`src/rtl/mem_seq_ctrl.sv`:
```
// mem_seq_ctrl: single-transaction sequencer for an SRAM-like memory
// (ce/oe/we strobes, ready handshake). Exports its one-hot state and
// the last read word to the display layer.
//
// Optional build macro: MEM_SEQ_TIMEOUT_EN. When defined, the read and
// write wait states abort to IDLE after TIMEOUT_CYCLES cycles without
// mem_ready and pulse err. When undefined, the waits are unbounded and
// err is tied low.
//
// state      | meaning
// -----------+-------------------------------------------------------
// RESET      | memory power-up settle, RESET_CYCLES cycles
// IDLE       | waiting for rd_req / wr_req (read has priority)
// RD0        | read setup, ce only
// RD1        | ce + oe
// RD2        | ce + oe
// RD_WAIT    | ce + oe until mem_ready, rd_data captured on exit
// RD_DONE    | strobes released, hold until ack
// WR0        | ce + drv, data bus setup
// WR1        | ce + drv
// WR2        | ce + drv + we
// WR3        | ce + drv + we
// WR4        | ce + drv, we hold time
// WR_WAIT    | ce + drv until mem_ready

module mem_seq_ctrl #(
   parameter int ADDR_W         = 16,
   parameter int DATA_W         = 16,
   parameter int RESET_CYCLES   = 8,
   parameter int TIMEOUT_CYCLES = 255
) (
   input  logic              clk,
   input  logic              rst,
   input  logic              rd_req,
   input  logic              wr_req,
   input  logic              ack,
   input  logic [ADDR_W-1:0] addr,
   input  logic [DATA_W-1:0] wr_data,
   input  logic              mem_ready,
   input  logic [DATA_W-1:0] mem_dout,
   output logic [ADDR_W-1:0] mem_addr,
   output logic [DATA_W-1:0] mem_din,
   output logic              mem_ce,
   output logic              mem_oe,
   output logic              mem_we,
   output logic              mem_drv,
   output logic [12:0]       state,
   output logic [DATA_W-1:0] rd_data,
   output logic              busy,
   output logic              err
);

   typedef enum logic [12:0] {
      ST_RESET   = 13'h0001,
      ST_IDLE    = 13'h0002,
      ST_RD0     = 13'h0004,
      ST_RD1     = 13'h0008,
      ST_RD2     = 13'h0010,
      ST_RD_WAIT = 13'h0020,
      ST_RD_DONE = 13'h0040,
      ST_WR0     = 13'h0080,
      ST_WR1     = 13'h0100,
      ST_WR2     = 13'h0200,
      ST_WR3     = 13'h0400,
      ST_WR4     = 13'h0800,
      ST_WR_WAIT = 13'h1000
   } state_t;

   localparam int RCW = $clog2(RESET_CYCLES + 1);

   if (RESET_CYCLES < 1 || TIMEOUT_CYCLES < 1) begin : g_param_check
      $error("mem_seq_ctrl: RESET_CYCLES and TIMEOUT_CYCLES must be >= 1");
   end

   state_t           state_q;
   state_t           state_d;
   logic [RCW-1:0]   rst_cnt;
   logic             in_wait;
   logic             timeout_hit;
   logic             accept;

   assign in_wait = (state_q == ST_RD_WAIT) || (state_q == ST_WR_WAIT);
   assign accept  = (state_q == ST_IDLE) && (rd_req || wr_req);

   // settle timer: preloaded whenever outside RESET, runs down to terminal count inside it
   always_ff @(posedge clk) begin
      if (rst || state_q != ST_RESET)
         rst_cnt <= RCW'(RESET_CYCLES - 1);
      else if (rst_cnt != '0)
         rst_cnt <= rst_cnt - 1'b1;
   end

`ifdef MEM_SEQ_TIMEOUT_EN
   localparam int TCW = $clog2(TIMEOUT_CYCLES + 1);

   logic [TCW-1:0] wait_cnt;
   logic           err_q;

   // wait timer: reloaded outside the wait states, counts down on cycles without mem_ready
   always_ff @(posedge clk) begin
      if (rst || !in_wait)
         wait_cnt <= TCW'(TIMEOUT_CYCLES - 1);
      else if (!mem_ready && wait_cnt != '0)
         wait_cnt <= wait_cnt - 1'b1;
   end

   assign timeout_hit = in_wait && !mem_ready && (wait_cnt == '0);

   // one-cycle error pulse coinciding with the abort back to IDLE
   always_ff @(posedge clk) begin
      if (rst)
         err_q <= 1'b0;
      else
         err_q <= timeout_hit;
   end

   assign err = err_q;
`else
   assign timeout_hit = 1'b0;
   assign err         = 1'b0;
`endif

   // state register
   always_ff @(posedge clk) begin
      if (rst)
         state_q <= ST_RESET;
      else
         state_q <= state_d;
   end

   // next-state logic; any non-one-hot value falls back to RESET
   always_comb begin
      state_d = state_q;
      case (state_q)
         ST_RESET:   if (rst_cnt == '0) state_d = ST_IDLE;
         ST_IDLE: begin
            if (rd_req)      state_d = ST_RD0;
            else if (wr_req) state_d = ST_WR0;
         end
         ST_RD0:     state_d = ST_RD1;
         ST_RD1:     state_d = ST_RD2;
         ST_RD2:     state_d = ST_RD_WAIT;
         ST_RD_WAIT: begin
            if (mem_ready)        state_d = ST_RD_DONE;
            else if (timeout_hit) state_d = ST_IDLE;
         end
         ST_RD_DONE: if (ack) state_d = ST_IDLE;
         ST_WR0:     state_d = ST_WR1;
         ST_WR1:     state_d = ST_WR2;
         ST_WR2:     state_d = ST_WR3;
         ST_WR3:     state_d = ST_WR4;
         ST_WR4:     state_d = ST_WR_WAIT;
         ST_WR_WAIT: if (mem_ready || timeout_hit) state_d = ST_IDLE;
         default:    state_d = ST_RESET;
      endcase
   end

   // address/data latched only on accept so they stay frozen for the whole access
   always_ff @(posedge clk) begin
      if (rst) begin
         mem_addr <= '0;
         mem_din  <= '0;
         rd_data  <= '0;
      end else begin
         if (accept) begin
            mem_addr <= addr;
            mem_din  <= wr_data;
         end
         if (state_q == ST_RD_WAIT && mem_ready)
            rd_data <= mem_dout;
      end
   end

   // Moore strobe decode from the registered state only
   always_comb begin
      mem_ce  = 1'b0;
      mem_oe  = 1'b0;
      mem_we  = 1'b0;
      mem_drv = 1'b0;
      case (state_q)
         ST_RD0:                         mem_ce = 1'b1;
         ST_RD1, ST_RD2, ST_RD_WAIT: begin
            mem_ce = 1'b1;
            mem_oe = 1'b1;
         end
         ST_WR0, ST_WR1, ST_WR4, ST_WR_WAIT: begin
            mem_ce  = 1'b1;
            mem_drv = 1'b1;
         end
         ST_WR2, ST_WR3: begin
            mem_ce  = 1'b1;
            mem_drv = 1'b1;
            mem_we  = 1'b1;
         end
         default: ;
      endcase
   end

   assign state = state_q;
   assign busy  = (state_q != ST_IDLE);

endmodule
```
`config.mk`:
```
export PLATFORM = sky130hd
export DESIGN_NAME = mem_seq_ctrl
export DESIGN_NICKNAME = d
export VERILOG_FILES = /design/src/rtl/mem_seq_ctrl.sv
export SDC_FILE = /design/constraint.sdc
export NUM_CORES = 1
export LEC_CHECK = 0
export BUFFER_PORTS_ARGS = -buffer_cell sky130_fd_sc_hd__buf_2
export CAP_MARGIN = 5
export CORE_ASPECT_RATIO = 1.5
export CORE_UTILIZATION = 30
export DETAILED_ROUTE_END_ITERATION = 7
export GPL_TIMING_DRIVEN = 0
export PLACE_DENSITY = 0.64
export SYNTH_ARGS = -nofsm -noshare
export SYNTH_HDL_FRONTEND = slang
export SYNTH_SLANG_ARGS = --single-unit
```
`constraint.sdc`:
```
create_clock -name clk -period 5.27 [get_ports clk]
set_input_delay 0.527 -clock clk [delete_from_list [all_inputs] [get_ports clk]]
set_output_delay 0.527 -clock clk [all_outputs]
set_load 0.01 [all_outputs]
```
==> impl_metrics.py, run 1 <==
metrics = {
    "die": {
        "core_um2": 8830,
        "rows": 42,
        "initial_core_util_pct": 30.9,
        "die_area_um2": 9470,
        "num_io_pins": 121,
        "die_w_um": 79.8,
        "die_h_um": 119,
    },
    "finish": {
        "fin_nets": 523,
        "n_antenna_cell": 0,
        "nFillCells": 917,
        "final_util_pct": 42.5,
        "syn2layout_area_growth_pct": 37.9,
        "fin_area_um2": 3750,
        "drive_gt1_share_pct": 34.9,
    },
    "timing": {
        "fmax_ghz": 0.347,
        "period_share_pct": 54.6,
        "worstMarginPinSlew_ns": 0.604,
        "finalHoldViolCount": 0,
        "worst_slack_ns": 2.39,
        "grt_setup_unrepaired": "false",
        "fin_crit_ns": 2.88,
        "skew_ns": 0.00418,
        "setup_violations": 0,
        "maxSlewHeadroom_pct": 59.4,
        "setup_tns_ns": 0,
        "slew_violations": 0,
    },
    "clock_tree": {
        "cts_buffers": 9,
        "cts_tree": "done",
        "clk_latency_ns": 0.32,
        "clockRootBuffer": "clkbuf_16",
        "htree_levels": 3,
        "postCtsSetupBuffers": 0,
        "clock-sinks": 65,
        "holdBufCountCts": 0,
        "cts_buffer_depth": 2,
        "ctsResizeCount": 0,
        "path_clk_slew_ns": 0.05,
    },
    "pwr": {
        "p_sw_w": 0.000317,
        "total_power_w": 0.00127,
        "pwr-share-seq_pct": 41.1,
        "p_per_area_nw_per_um2": 339,
        "p_int_w": 0.000955,
        "vdd.ir_drop.worst_mv": 0.181,
        "p_leak_nw": 1.65,
        "pwr-share-clk_pct": 45.9,
        "pwr-share-comb_pct": 13.0,
        "swShare_pct": 24.9,
    },
    "worst_setup_path": {
        "r2r_cells": 7,
        "r2r-end": "rd_data[11]$_SDFFE_PP0P_",
        "end_kind": "output pin",
        "critPathLaunch": "state[8]$_SDFFE_PP0P_",
        "critPathKind": "reg -> out",
        "regToRegSetupSlack_ns": 2.65,
        "critPathMaxFanout": 8,
        "cp_data_required_time_ns": 4.74,
        "crit_arrival_ns": 2.35,
        "reg2reg_from": "state[8]$_SDFFE_PP0P_",
        "start_kind": "flop",
    },
    "routing": {
        "vias": 2757,
        "wirelength_mm": 7.29,
        "ant_nets": 0,
        "vias_per_cell": 4.73,
        "route.detailed.drc": 0,
        "dr.pass1.iters": 4,
        "wl_per_cell_um": 12.5,
        "first_iter_violations": 60,
    },
    "place": {
        "place_ws_ns": 2.69,
        "dpl.hpwl_mm": 5.57,
        "placed_cell_area_um2": 3460,
        "routabilityCongestion": 0.875,
        "io_buffers": 119,
    },
    "min_path": {
        "hp-start": "rd_req",
        "hp-class": "in -> reg",
        "min_to": "state[7]$_SDFFE_PP0P_",
        "holdPathStages": 2,
    },
    "grt": {
        "grt_overflow": 0,
        "grt_pass1_vias": 2527,
        "grt_pass1_wl_mm": 11.6,
        "grt_max_degree": 12,
        "gr-usage-all-layers_pct": 15.8,
        "antenna_found_initial": 0,
    },
    "yosys": {
        "yosysSeqAreaShare_pct": 47.8,
        "synthTopCellsByArea": "dfxtp_1, nand2_1, a21oi_1",
        "netlist_instances": 338,
        "yosys.area.top_type": "dfxtp_1",
        "ys_types": 39,
        "yosys_warnings": 0,
        "synth.top_cell.area_share_pct": 47.8,
        "syn_nets": 393,
        "synth_area_um2": 2720,
        "avgSynthCellArea_um2": 8.06,
        "ys_ff_latch": 65,
    },
    "flow_run": {
        "max_cap_violations": 0,
    },
    "outcome": {
        "status": "finished, final reports clean",
    },
}
-- layer usage --
layer	vias up	part of all wire (%)	track usage [%]
li1	1403	-	-
met1	1258	41	17.5
met2	80	51	27.2
met3	16	5.4	4.25
met4	0	2.4	7.59
met5	-	0	0
-- power by group through the flow --
stage	registers (W)	clock network (W)	logic, W
after floorplan	0.000534	0	0.000105
after global placement	0.000533	0	0.000161
after detailed placement	0.000534	0	0.000163
after CTS	0.000523	0.000597	0.000165
after global routing	0.000525	0.000624	0.000184
final	0.000523	0.000584	0.000166
-- how the worst max path moves through the flow --
stage                          endpoint  slack, ns  cells past startpoint
4_1_cts                          mem_ce       2.39                      6
3_3_place_gp                     mem_ce       2.71                      6
2_1_floorplan   mem_din[0]$_SDFFE_PP0P_       2.82                      9
6_report                         mem_ce       2.39                      6
3_5_place_dp   rd_data[11]$_SDFFE_PP0P_       2.69                      7
5_1_grt                          mem_ce       2.21                      6
-- synth_stat cells, drive strengths merged --
master / n
a32o: 1
nor3: 14
or4: 5
or2: 5
a211oi: 2
ha: 1
inv: 3
nand4: 1
o21ai: 5
mux2: 1
nand3b: 7
conb: 1
o211a: 1
nand2b: 4
nor2b: 4
dfxtp: 65
or4b: 1
and4: 1
a41o: 1
nand2: 102
xor2: 1
buf: 14
nor3b: 2
a21oi: 51
nand3: 3
nor2: 13
or3: 4
xnor2: 4
clkbuf: 7
o21bai: 1
o31ai: 4
nor4: 9
-- critical path, stage by stage, from the launching register on --
cell      delay [ns]
dfxtp_1         0.38
nor4_1          0.37
nand2_1         0.15
or3_1           0.40
a211oi_1        0.42
or2_2           0.19
buf_2           0.12
-- cell usage in the layout, fill, tap and decap left out, types with 3 or more instances in the layout --
cell type	instances
buf_6	5
nand3b_1	7
nor2b_1	4
buf_2	124
nor4_1	9
dfxtp_1	65
nor3_1	13
nand2b_1	4
clkbuf_1	8
nor2_1	13
inv_1	3
xnor2_1	4
or2_2	4
nand3_1	3
a21oi_1	51
nand2_1	92
o21ai_0	5
or3_1	4
o31ai_1	4
clkbuf_16	9
or4_1	3
nand2_2	10
-- stage by stage --
stage	instances	hold WS, ns
6_report	583	0.419
3_3_place_gp	567	0.436
4_1_cts	583	0.407
2_1_floorplan	338	0.474
5_1_grt	583	0.432
3_5_place_dp	567	0.441
-- flip-flops by register name, indices dropped and copies added (netlist names) --
name	count
mem_addr	16
state	13
mem_din	16
rst_cnt	4
rd_data	16
-- cell type report --
type                    count  area, µm²  area share, %
clock buffers              11        243           6.46
flip-flops and latches     65       1300           34.7
inverters                   3       11.3          0.300
repair buffers            119        596           15.9
clock inverters             5       55.1           1.47
plain buffers              21        130           3.47
multi-input cells         249       1280           34.1
well taps                 110        138           3.67
-- cells by family after synthesis --
family          count (synthesis)  share of synthesized area (%)
buf+inv                        24                           5.19
other cells                     1                          0.138
flops                          65                           47.8
simple gates                  175                           31.1
mux                             1                          0.413
xor+xnor                        5                           1.61
fa+ha+maj                       1                          0.459
compound gates                 66                           13.3
(Power assumes the default switching activity.)
==> inputs of run 2 (changes only) <==
==> constraint.sdc (replaced) <==
create_clock -name clk -period 2.75 [get_ports clk]
set_input_delay 0.275 -clock clk [delete_from_list [all_inputs] [get_ports clk]]
set_output_delay 0.275 -clock clk [all_outputs]
set_load 0.01 [all_outputs]
==> run 2 against run 1 <==
Net effect: setup slack got worse by 2.2 ns; hold slack got worse by 0.25 ns; core utilization increased by 0.11 points; power increased by 92%; largest power group unchanged; final cell count unchanged; count of clock-buffer cells in the layout unchanged; routed wire length increased by 0.25%; sequential share of layout area decreased by 0.092 points; non-clock buffer count unchanged; global-route usage unchanged; cell area increased by 0.27%; sequential power increased by 91%; highest routed layer unchanged.
==> impl_metrics.py, run 2 (synthesized netlist as in run 1, its figures left out) <==
metrics = {
    "finish": {
        "nFillCells": 917,
        "layout_common_cells": "buf_2, nand2_1, dfxtp_1, a21oi_1, nor2_1",
        "final_common_cell": "buf_2",
        "drive_gt1_share_pct": 35.3,
        "fin_area_um2": 3760,
        "fin_nets": 523,
        "reg.largest.list": "mem_addr (16), mem_din (16), rd_data (16)",
        "n_antenna_cell": 0,
        "syn2layout_area_growth_pct": 38.2,
        "final_util_pct": 42.6,
    },
    "worst_setup_path": {
        "end_kind": "flop",
        "crit_arrival_ns": 2.71,
        "start_kind": "flop",
        "critPathMaxFanout": 10,
        "critPathKind": "reg -> reg",
        "cp_data_required_time_ns": 2.93,
    },
    "pwr": {
        "total_power_w": 0.00244,
        "p_per_area_nw_per_um2": 648,
        "p_leak_nw": 1.65,
        "vdd.ir_drop.worst_mv": 0.346,
    },
    "grt": {
        "grt_pass1_vias": 2527,
        "grt_max_degree": 12,
        "grt_overflow": 0,
        "grt_pass1_wl_mm": 11.6,
        "gr-usage-all-layers_pct": 15.8,
        "antenna_found_initial": 0,
    },
    "timing": {
        "fin_crit_ns": 2.53,
        "setup_violations": 0,
        "slew_violations": 0,
        "maxSlewHeadroom_pct": 64.6,
        "fmax_ghz": 0.396,
        "whs_ns": 0.165,
        "setup_tns_ns": 0,
        "skew_ns": 0.00383,
        "worstMarginPinSlew_ns": 0.531,
        "grt_setup_unrepaired": "false",
        "period_share_pct": 91.9,
        "finalHoldViolCount": 0,
    },
    "flow_run": {
        "max_cap_violations": 0,
    },
    "routing": {
        "dr.pass1.iters": 4,
        "wirelength_mm": 7.31,
        "ant_nets": 0,
        "vias": 2764,
        "route.detailed.drc": 0,
        "first_iter_violations": 75,
        "wl_per_cell_um": 12.5,
        "vias_per_cell": 4.74,
    },
    "clock_tree": {
        "cts_buffer_depth": 2,
        "clk_latency_ns": 0.32,
        "postCtsSetupBuffers": 0,
        "holdBufCountCts": 0,
        "cts_tree": "done",
        "cts_buffers": 9,
        "clockRootBuffer": "clkbuf_16",
        "clock-sinks": 65,
        "htree_levels": 3,
        "path_clk_slew_ns": 0.05,
    },
    "die": {
        "core_um2": 8830,
        "die_w_um": 79.8,
        "initial_core_util_pct": 30.9,
        "rows": 42,
        "die_h_um": 119,
        "die_area_um2": 9470,
        "num_io_pins": 121,
    },
    "place": {
        "routabilityCongestion": 0.875,
        "dpl.hpwl_mm": 5.57,
        "placed_cell_area_um2": 3460,
        "io_buffers": 119,
    },
    "min_path": {
        "hp-class": "in -> reg",
    },
    "outcome": {
        "status": "finished, final reports clean",
    },
}
run 2: cell counts in the layout (fill, tap and decap cells not counted):
Identical to the previous run, type by type.
run 2: report_power, final:
| group | leakage (nW) | switching, W | internal [W] |
|---|---|---|---|
| clock | 0.142 | 0.000397 | 0.000722 |
| sequential | 0.524 | 0.0000265 | 0.000976 |
| combinational | 0.983 | 0.000183 | 0.000134 |
| total | 1.65 | 0.000607 | 0.00183 |
run 2: timing repair:
| item | in CTS | in global routing |
|---|---|---|
| endpoints found under the setup margin | 0 | 11 |
| hold endpoints to repair | 0 | 0 |
| resized for setup | 0 | 2 |
run 2: per-layer routing:
layer,track usage [%],vias to the layer above,part of all wire [%],wire (µm)
met2,27.2,87,51,3700
met1,17.5,1253,41,3000
li1,-,1403,-,-
met3,4.25,21,5.4,397
met4,7.59,0,2.8,204
met5,0,-,0,0
run 2: area by class of cell:
class	count	area, µm²	share of cell area, %
clock buffers	11	243	6.45
well taps	110	138	3.66
inverters	3	11.3	0.299
flip-flops and latches	65	1300	34.6
plain buffers	21	130	3.46
multi-input cells	249	1290	34.3
repair buffers	119	596	15.8
clock inverters	5	55.1	1.46
run 2: through the flow:
| step | setup slack, ns | cells |
|---|---|---|
| global placement | 0.212 | 567 |
| global route | 0.0301 | 583 |
| floorplan | 0.299 | 338 |
| finish | 0.223 | 583 |
| detailed placement | 0.167 | 567 |
| CTS | 0.122 | 583 |
run 2: critical path: stages, from the launching register on:
cell,delay (ns)
dfxtp_1,0.30
buf_4,0.16
or4_4,0.51
buf_6,0.15
or4_4,0.50
or3_1,0.31
buf_2,0.17
buf_6,0.16
nand2_2,0.06
a21oi_1,0.05
run 2: path summary, 6_finish.rpt:
check | endpoint | startpoint | cells past startpoint | slack (ns)
hold reg to reg | rd_data[1]$_SDFFE_PP0P_ | rd_data[1]$_SDFFE_PP0P_ | 2 | 0.45
hold / removal | state[7]$_SDFFE_PP0P_ | rd_req | 2 | 0.17
setup reg to reg | mem_din[0]$_SDFFE_PP0P_ | state[5]$_SDFFE_PP0P_ | 9 | 0.22
setup / recovery | mem_din[0]$_SDFFE_PP0P_ | state[5]$_SDFFE_PP0P_ | 9 | 0.22
==> inputs of run 3 (changes only) <==
--- a/config.mk
+++ b/config.mk
@@ -6,12 +6,12 @@
 export NUM_CORES = 1
 export LEC_CHECK = 0
 export BUFFER_PORTS_ARGS = -buffer_cell sky130_fd_sc_hd__buf_2
-export CAP_MARGIN = 5
+export CAP_MARGIN = 10
 export CORE_ASPECT_RATIO = 1.5
 export CORE_UTILIZATION = 30
 export DETAILED_ROUTE_END_ITERATION = 7
 export GPL_TIMING_DRIVEN = 0
-export PLACE_DENSITY = 0.64
+export PLACE_DENSITY_LB_ADDON = 0.12
 export SYNTH_ARGS = -nofsm -noshare
 export SYNTH_HDL_FRONTEND = slang
 export SYNTH_SLANG_ARGS = --single-unit
==> constraint.sdc (replaced) <==
create_clock -name clk -period 2.5 [get_ports clk]
set_input_delay 0.25 -clock clk [delete_from_list [all_inputs] [get_ports clk]]
set_output_delay 0.25 -clock clk [all_outputs]
set_load 0.01 [all_outputs]
==> run 3 against run 2 <==
Net effect: routed wire length is 3.5% higher; flip-flop and latch count stayed put; combinational power is 15% higher; critical endpoint is now busy; highest routed layer unchanged.
==> impl_metrics.py, run 3 (synthesized netlist as in run 1, its figures left out) <==
metrics = {
    "outcome": {
        "status": "finished, final reports clean",
    },
    "routing": {
        "wl_met2_mm": 3.85,
        "drt-met1-wl_mm": 3.02,
        "wl_per_cell_um": 13.0,
        "first_iter_violations": 85,
        "vias": 2750,
        "wirelength_mm": 7.57,
        "vias_per_cell": 4.71,
        "route.met3.wl_um": 454,
        "route.detailed.drc": 0,
        "ant_nets": 0,
        "dr.pass1.iters": 4,
        "top_layer": "met4",
    },
    "pwr": {
        "p_leak_nw": 1.70,
        "total_power_w": 0.00277,
        "vdd.ir_drop.worst_mv": 0.405,
        "p_per_area_nw_per_um2": 717,
    },
    "finish": {
        "seq_area_um2": 1310,
        "syn2layout_area_growth_pct": 41.9,
        "nFillCells": 948,
        "drive_gt1_share_pct": 38.4,
        "layout_common_cells": "buf_2, nand2_1, dfxtp_1, a21oi_1, nor2_1",
        "fin_nets": 525,
        "multi_input_area_um2": 1340,
        "stdcell_count": 584,
        "final_util_pct": 43.8,
        "reg.largest.list": "mem_addr (16), mem_din (16), rd_data (16)",
        "final_common_cell": "buf_2",
        "n_antenna_cell": 0,
    },
    "worst_setup_path": {
        "cp_cell_sequence": "buf_6 -> or4_4 -> buf_4 -> or4_4 -> buf_2",
        "critPathMaxFanout": 9,
        "critPathMostFrequentCell": "or4_4",
        "end_kind": "output pin",
        "slowest_delay_ns": 0.55,
        "reg2reg_from": "state[9]$_SDFFE_PP0P_",
        "regToRegSetupSlack_ns": 0.12,
        "cp_data_required_time_ns": 2.25,
        "r2r_cells": 7,
        "crit_arrival_ns": 2.16,
        "critPathKind": "reg -> out",
        "slowest_stage": "or4_4",
        "r2r-end": "mem_addr[0]$_SDFFE_PP0P_",
        "start_kind": "flop",
    },
    "clock_tree": {
        "cts_buffers": 9,
        "clk_latency_ns": 0.33,
        "cts_tree": "done",
        "cts_buffer_depth": 2,
        "htree_levels": 3,
        "holdBufCountCts": 0,
        "clockRootBuffer": "clkbuf_16",
        "path_clk_slew_ns": 0.05,
        "clock-sinks": 65,
    },
    "place": {
        "io_buffers": 119,
        "dpl.hpwl_mm": 5.63,
        "routabilityCongestion": 0.816,
        "placed_cells": 567,
    },
    "grt": {
        "grt_pass1_vias": 2564,
        "grt_max_degree": 12,
        "grt_pass1_wl_mm": 11.8,
        "antenna_found_initial": 0,
        "gr-usage-all-layers_pct": 16.4,
        "grt_overflow": 0,
    },
    "timing": {
        "maxSlewHeadroom_pct": 65.2,
        "fmax_ghz": 0.415,
        "slew_violations": 0,
        "finalHoldViolCount": 0,
        "grt_setup_unrepaired": "false",
        "skew_ns": 0.00464,
        "setup_violations": 0,
        "worstMarginPinSlew_ns": 0.522,
        "period_share_pct": 96.5,
        "fin_crit_ns": 2.41,
    },
    "min_path": {
        "hp-class": "in -> reg",
        "holdPathStages": 2,
        "min_to": "state[7]$_SDFFE_PP0P_",
        "hp-start": "rd_req",
    },
    "die": {
        "die_h_um": 119,
        "num_io_pins": 121,
        "die_w_um": 79.8,
        "rows": 42,
        "die_area_um2": 9470,
        "initial_core_util_pct": 30.9,
        "core_um2": 8830,
    },
    "flow_run": {
        "max_cap_violations": 0,
    },
}
run 3: changes by cell type in the layout (fill, tap and decap cells not counted), moves of 2 or more:
cell,previous run,this run
nor4_2,0,4
or4_4,2,4
nor4_1,9,5
nor3_2,2,0
clkbuf_1,8,5
dfxtp_1,65,61
or4_1,3,1
clkbuf_8,1,4
buf_4,2,6
clkinvlp_4,2,0
dfxtp_2,0,3
nor3_4,0,2
run 3: repair_timing:
item,in CTS,in global routing
hold endpoints to repair,0,0
endpoints found under the setup margin,41,43
buffers inserted,3,2
pin swaps,4,3
gates resized for setup,7,14
run 3: area by class of cell:
| type | count | share of cell area, % |
|---|---|---|
| well taps | 110 | 3.56 |
| inverters | 3 | 0.291 |
| clock inverters | 2 | 0.906 |
| multi-input cells | 249 | 34.7 |
| plain buffers | 18 | 3.07 |
| flip-flops and latches | 65 | 33.9 |
| clock buffers | 13 | 7.25 |
| repair buffers | 124 | 16.4 |
run 3: worst max-delay path: cells and delay by family, from the launching register on:
kind          cells  cell delay [ns]
buf+inv           3             0.45
flops             1             0.31
simple gates      2             1.07
run 3: metrics by stage:
step | setup TNS (ns) | worst slack, ns | hold slack (ns) | area, µm²
floorplan | 0 | 0.0494 | 0.329 | 2720
detailed placement | -1.86 | -0.125 | 0.440 | 3460
global placement | -1.37 | -0.129 | 0.435 | 3460
finish | 0 | 0.0883 | 0.121 | 3870
global route | 0 | 0.0211 | 0.147 | 3870
CTS | 0 | 0.00423 | 0.110 | 3810
run 3: worst max path at each step:
stage	slack (ns)	to	depth (start not counted)	from
floorplan	0.05	mem_din[0]$_SDFFE_PP0P_	9	state[5]$_SDFFE_PP0P_
global placement	-0.13	rd_data[8]$_SDFFE_PP0P_	7	state[8]$_SDFFE_PP0P_
detailed placement	-0.13	rd_data[8]$_SDFFE_PP0P_	7	state[8]$_SDFFE_PP0P_
CTS	0.004	mem_addr[13]$_SDFFE_PP0P_	8	state[4]$_SDFFE_PP0P_
global route	0.02	mem_ce	6	state[8]$_SDFFE_PP0P_
finish	0.09	busy	5	state[4]$_SDFFE_PP0P_
run 3: report_power, final:
part           internal [W]  total, W  switching [W]
logic              0.000155  0.000366       0.000211
clock network      0.000872   0.00130       0.000428
registers           0.00107   0.00110      0.0000309
run 3: layer usage:
metal	GRT usage (%)	vias up
li1	-	1408
met1	17.9	1237
met2	28.2	90
met3	3.47	15
met4	10.0	0
met5	0	-
